[src/rtl/mod_counter_pkg.sv]
// Shared constants and helpers for the modulus up/down counter family.
// Contents: direction/mode encodings and the load clamp function.
package mod_counter_pkg;

  localparam logic DIR_DOWN  = 1'b0;
  localparam logic DIR_UP    = 1'b1;
  localparam logic MODE_WRAP = 1'b0;
  localparam logic MODE_SAT  = 1'b1;

  // Limit a load value to the legal range 0..modulo-1 (64-bit so modulo=2**32 fits).
  function automatic logic [63:0] clamp_load(input logic [63:0] value,
                                             input logic [63:0] modulo);
    logic [63:0] max_val;
    max_val = modulo - 64'd1;
    return (value > max_val) ? max_val : value;
  endfunction

endpackage : mod_counter_pkg

[src/rtl/mod_counter_next.sv]
// Combinational next-count logic for the modulus up/down counter.
// Ports: count (current value), en/up/sat (controls);
//        count_nxt_c (next value when counting), wrap_c (wrap event), term_c (at end in current direction).
module mod_counter_next
  import mod_counter_pkg::*;
#(
  parameter int unsigned     SIZE    = 4,
  parameter logic [SIZE-1:0] MAX_VAL = '1
) (
  input  logic [SIZE-1:0] count,
  input  logic            en,
  input  logic            up,
  input  logic            sat,
  output logic [SIZE-1:0] count_nxt_c,
  output logic            wrap_c,
  output logic            term_c
);

  logic at_end;

  // Step one position in the selected direction, wrapping or saturating at the ends.
  // count < MAX_VAL guards the increment, so it never overflows SIZE bits.
  always_comb begin
    count_nxt_c = count;
    wrap_c      = 1'b0;
    at_end      = 1'b0;
    case (up)
      DIR_UP: begin
        at_end = (count == MAX_VAL);
        if (en) begin
          if (!at_end) begin
            count_nxt_c = count + SIZE'(1);
          end else if (sat == MODE_WRAP) begin
            count_nxt_c = '0;
            wrap_c      = 1'b1;
          end
        end
      end
      DIR_DOWN: begin
        at_end = (count == '0);
        if (en) begin
          if (!at_end) begin
            count_nxt_c = count - SIZE'(1);
          end else if (sat == MODE_WRAP) begin
            count_nxt_c = MAX_VAL;
            wrap_c      = 1'b1;
          end
        end
      end
      default: begin
        count_nxt_c = count;
      end
    endcase
  end

  // Terminal count ignores sat so a cascaded stage sees the carry in both modes.
  assign term_c = en & at_end;

endmodule : mod_counter_next

[src/rtl/mod_updown_counter.sv]
// Parametrised up/down counter with programmable modulus, clear, load, enable and
// wrap/saturate mode, plus a combinational terminal count for cascading.
// Ports: clk, rst (async active-low), clr, load, load_val, en, up, sat;
//        count (registered), tc (combinational), wrapped (registered pulse).
// Optional: define WRAP_CNT_EN to add wrap_cnt, a saturating count of wrap events.
module mod_updown_counter
  import mod_counter_pkg::*;
#(
  parameter int unsigned     SIZE   = 4,
  parameter longint unsigned MODULO = 64'd16,
  parameter int unsigned     WRAP_W = 8
) (
  input  logic              clk,
  input  logic              rst,
  input  logic              clr,
  input  logic              load,
  input  logic [SIZE-1:0]   load_val,
  input  logic              en,
  input  logic              up,
  input  logic              sat,
  output logic [SIZE-1:0]   count,
  output logic              tc,
  output logic              wrapped
`ifdef WRAP_CNT_EN
  ,
  output logic [WRAP_W-1:0] wrap_cnt
`endif
);

  localparam logic [SIZE-1:0] MAX_VAL = SIZE'(MODULO - 64'd1);

  // Reject illegal parameter combinations at elaboration.
  if (SIZE < 2 || SIZE > 32 || MODULO < 2 || MODULO > (64'd1 << SIZE) || WRAP_W < 1)
  begin : g_bad_param
    $error("mod_updown_counter: illegal SIZE/MODULO/WRAP_W");
  end

  logic [SIZE-1:0] count_q, count_d;
  logic            wrapped_q, wrapped_d;
  logic [SIZE-1:0] count_nxt_c;
  logic            wrap_c;
  logic            term_c;
  logic [SIZE-1:0] load_clamped_c;

  mod_counter_next #(
    .SIZE    (SIZE),
    .MAX_VAL (MAX_VAL)
  ) u_next (
    .count       (count_q),
    .en          (en),
    .up          (up),
    .sat         (sat),
    .count_nxt_c (count_nxt_c),
    .wrap_c      (wrap_c),
    .term_c      (term_c)
  );

  assign load_clamped_c = SIZE'(clamp_load(64'(load_val), 64'(MODULO)));

  // Priority mux: clr > load > en; idle holds count.
  always_comb begin
    count_d   = count_q;
    wrapped_d = 1'b0;
    if (clr) begin
      count_d = '0;
    end else if (load) begin
      count_d = load_clamped_c;
    end else if (en) begin
      count_d   = count_nxt_c;
      wrapped_d = wrap_c;
    end
  end

  always_ff @(posedge clk or negedge rst) begin
    if (!rst) begin
      count_q   <= '0;
      wrapped_q <= 1'b0;
    end else begin
      count_q   <= count_d;
      wrapped_q <= wrapped_d;
    end
  end

  assign count   = count_q;
  assign wrapped = wrapped_q;
  // Zero-latency carry: suppressed whenever clr or load overrides counting.
  assign tc      = term_c & ~clr & ~load;

`ifdef WRAP_CNT_EN
  logic [WRAP_W-1:0] wrap_cnt_q, wrap_cnt_d;

  // Saturating wrap-event counter; load leaves it untouched.
  always_comb begin
    wrap_cnt_d = wrap_cnt_q;
    if (clr) begin
      wrap_cnt_d = '0;
    end else if (wrapped_d && (wrap_cnt_q != '1)) begin
      wrap_cnt_d = wrap_cnt_q + WRAP_W'(1);
    end
  end

  always_ff @(posedge clk or negedge rst) begin
    if (!rst) begin
      wrap_cnt_q <= '0;
    end else begin
      wrap_cnt_q <= wrap_cnt_d;
    end
  end

  assign wrap_cnt = wrap_cnt_q;
`endif

endmodule : mod_updown_counter

[config.mk]
export PLATFORM = sky130hd
export DESIGN_NAME = mod_updown_counter
export DESIGN_NICKNAME = d
export VERILOG_FILES = /design/src/rtl/mod_counter_pkg.sv /design/src/rtl/mod_counter_next.sv /design/src/rtl/mod_updown_counter.sv
export SDC_FILE = /design/constraint.sdc
export NUM_CORES = 1
export LEC_CHECK = 0
export CAP_MARGIN = 20
export CORE_MARGIN = 2
export CORE_UTILIZATION = 40
export DETAILED_ROUTE_END_ITERATION = 10
export PLACE_DENSITY = 0.72
export RECOVER_POWER = 25
export SYNTH_ARGS = -nofsm -noshare
export SYNTH_HDL_FRONTEND = slang
export SYNTH_HIERARCHICAL = 1
export SYNTH_SLANG_ARGS = --single-unit
[constraint.sdc]
create_clock -name clk -period 1.8 [get_ports clk]
set_input_delay 0.27 -clock clk [delete_from_list [all_inputs] [get_ports clk]]
set_output_delay 0.27 -clock clk [all_outputs]
set_load 0.05 [all_outputs]
==> results.py <==
metrics = {
    "setup_path": {
        "path_cells": "inv_2, ha_4, nor3b_4, nand2b_2, a21oi_2, nor3b_4, buf_12",
        "worstSetupPathType": "register to output pin",
        "cpPeakStageDelay_ns": 0.48,
        "r2r-end": "count[3]",
        "arrival_ns": 1.74,
        "end_kind": "output pin",
        "cp_slowest_cell": "dfrtp_4",
        "cp_data_required_time_ns": 1.53,
        "regToRegStartpoint": "count[0]",
        "startpoint_type": "register",
        "crit_path_max_fanout": 3,
        "r2r_cells": 10,
        "r2r_slack_ns": -0.09,
        "crit_path_frequent_cell": "nor3b_4",
    },
    "synth": {
        "synth-simple-area-share_pct": 32.3,
        "synth_top_family_by_area": "simple AND/OR/NAND/NOR gates",
        "synth.ff_latch_count": 5,
        "postSynthCellCount": 70,
        "syn-mean-instance-area_sq_um": 8.31,
        "syn_nets": 83,
        "synth_compound_area_share_pct": 26.7,
        "yosys.area_share.adder_pct": 4.30,
        "synth_seq_area_share_pct": 21.5,
        "syn_area_sq_um": 582,
        "yosys_warnings": 6,
        "synth_xor_xnor_area_share_pct": 0,
        "synthMuxAreaShare_pct": 6.88,
        "ys_types": 31,
    },
    "clocking": {
        "clockBufferDepth": 2,
        "postCtsHoldBufs": 0,
        "cts_tree": "done",
        "insertion_delay_ns": 0.23,
        "h-tree-depth": 1,
        "cts-root-buf": "clkbuf_4",
        "cts_buffers": 3,
        "clkTransAtPathRegs_ns": 0.04,
        "clock-sinks": 5,
    },
    "hold_path": {
        "hp-class": "input port to async pin",
    },
    "sta": {
        "period_share_pct": 112,
        "post-route-min-period_ns": 2.01,
        "drv_slew": 0,
        "skew_ns": 0.000653,
        "worst_slack_ns": -0.214,
        "fin_hold_ws_ns": 0.320,
        "setup_viol": 5,
        "max_freq_mhz": 496,
        "setup_tns_ns": -0.461,
        "slew_headroom_pct": 66.7,
        "worstMarginPinSlew_ns": 0.498,
        "finalHoldViolCount": 0,
        "rsz0062_at_grt": "yes",
    },
    "final_layout": {
        "diodes": 0,
        "drive_gt1_share_pct": 50.0,
        "fillers": 106,
        "final_common_cell": "buf_4",
        "area_growth_pct": 71.4,
        "final_cell_mix": "buf_4 (18), clkdlybuf4s50_1 (10), nand2_1 (6)",
        "multi_input_area_sq_um": 503,
        "ff_latch_area_sq_um": 131,
        "nNetsFinal": 118,
    },
    "detailed_routing": {
        "first_iter_violations": 5,
        "dr.pass1.iters": 4,
        "ant_nets": 0,
        "routed_wl_um": 1700,
        "drc": 0,
        "post_drt_wl_per_cell_um": 14.3,
        "num_vias": 657,
        "vias_per_cell": 5.52,
    },
    "global_routing": {
        "grt_remaining_overflow": 0,
        "antenna_found_initial": 0,
        "grt_usage_pct": 18.4,
        "grt_pass1_vias": 570,
        "grt_max_degree": 12,
        "grt_pass1_wl_um": 2550,
    },
    "floorplan": {
        "initial_core_util_pct": 43.6,
        "io_pins": 17,
        "core-area_sq_um": 1330,
        "rows": 13,
        "die_h_um": 42.1,
        "die-area_sq_um": 1780,
        "die_w_um": 42.1,
    },
    "place": {
        "io_buffers": 16,
        "dp_hpwl_um": 1200,
        "gp_congestion": 0.897,
    },
    "power": {
        "switching_share_pct": 36.0,
        "pwr-share-clk_pct": 23.0,
        "internal-power_mw": 0.343,
        "p_seq_share_pct": 25.9,
        "power.density_nw_per_um2": 537,
        "leakage_nw": 0.407,
        "combinationalPowerShare_pct": 51.0,
        "power_switching_mw": 0.193,
        "irDropWorstVdd_mv": 0.247,
    },
    "flow_run": {
        "drv_cap": 0,
    },
    "run_status": {
        "failed_checks": "setup timing",
        "status": "complete, but fails checks",
    },
}
kinds of logic after synthesis:
kind of cell / Yosys count
and+or+nand+nor: 30
AOI/OAI and AO/OA: 21
buffers and inverters: 8
DFF: 5
muxes: 4
adders and majority gates: 2
layout make-up:
class                           instances  area share, %
Clock buffer                            4           2.63
Inverter                                5           1.88
Multi-Input combinational cell         57           50.4
Sequential cell                         5           13.2
Tap cell                               15           1.88
Timing Repair Buffer                   33           30.0
stage by stage:
| stage | cell area [sq um] | instances | util (%) | total power, mW | setup WS, ns |
|---|---|---|---|---|---|
| after floorplan | 614 | 70 | - | 0.271 | -0.219 |
| after global placement | 876 | 113 | 65.7 | 0.361 | -0.0264 |
| after detailed placement | 876 | 113 | 65.7 | 0.363 | -0.0469 |
| after CTS | 931 | 119 | 69.8 | 0.504 | -0.235 |
| after global routing | 997 | 119 | 74.8 | 0.568 | -0.308 |
| final | 997 | 119 | 74.8 | 0.536 | -0.214 |
power by group through the flow:
stage | combinational (mW) | clock, mW | sequential (mW)
finish | 0.274 | 0.123 | 0.139
global route | 0.292 | 0.136 | 0.141
CTS | 0.237 | 0.128 | 0.139
detailed placement | 0.221 | 0 | 0.141
global placement | 0.221 | 0 | 0.141
floorplan | 0.109 | 0 | 0.162
worst max path at each step:
| stage | slack [ns] | cells past startpoint | endpoint | startpoint |
|---|---|---|---|---|
| after floorplan | -0.22 | 5 | tc | count[1] |
| after detailed placement | -0.05 | 6 | count[3] | up |
| after global placement | -0.03 | 7 | tc | count[0] |
| after global routing | -0.31 | 7 | tc | count[0] |
| final | -0.21 | 7 | tc | count[0] |
| after CTS | -0.23 | 7 | tc | count[0] |
state kept, by name, indices dropped and copies added, names as in the netlist:
signal   flops
count        4
wrapped      1
layer usage:
metal / wire length, um / global-route usage, % / share of wire [%] / up-vias
met5: 0 / 0 / 0 / -
met3: 21 / 1.29 / 1.2 / 2
met1: 834 / 24.9 / 49 / 316
li1: - / - / - / 331
met4: 8 / 5.63 / 0.47 / 0
met2: 832 / 30.9 / 49 / 8
critical path, delay by kind of cell, from the launching register on:
family / cells / cell delay (ns)
fa+ha+maj: 1 / 0.12
compound gates: 1 / 0.13
flops: 1 / 0.48
simple gates: 3 / 0.54
buf+inv: 2 / 0.24
Yosys cell counts:
cell type / n / area share [%]
a21boi_0: 1 / 1.3
a211o_1: 1 / 1.5
nor2_1: 1 / 0.64
nor3b_1: 1 / 1.3
a311oi_1: 1 / 1.5
nand3_1: 2 / 1.7
mux2i_1: 4 / 6.9
and2_4: 1 / 1.5
a221oi_1: 1 / 1.5
inv_1: 5 / 3.2
a2111oi_2: 1 / 2.6
and2_1: 1 / 1.1
a21oi_2: 1 / 1.5
a211oi_1: 7 / 9.0
nor3_1: 3 / 2.6
ha_1: 2 / 4.3
o21ai_1: 1 / 0.86
o21ai_0: 2 / 1.7
nand2b_1: 3 / 3.2
buf_4: 1 / 1.3
a21oi_1: 4 / 3.4
and2b_1: 1 / 1.3
nand4_1: 2 / 2.2
buf_6: 2 / 3.9
nand2b_2: 1 / 1.5
dfrtp_1: 5 / 22
nor2b_1: 6 / 6.5
nand2_1: 6 / 3.9
a221o_1: 1 / 1.7
nor3b_4: 1 / 3.2
nor3_2: 1 / 1.7
repair_timing:
action | 4_1_cts | 5_1_grt
pin swaps | 5 | 11
gates resized for setup | 3 | 16
endpoints found under the setup margin | 4 | 5
setup buffers | 3 | 2
Note: power is estimated with default switching activity, not from simulation.
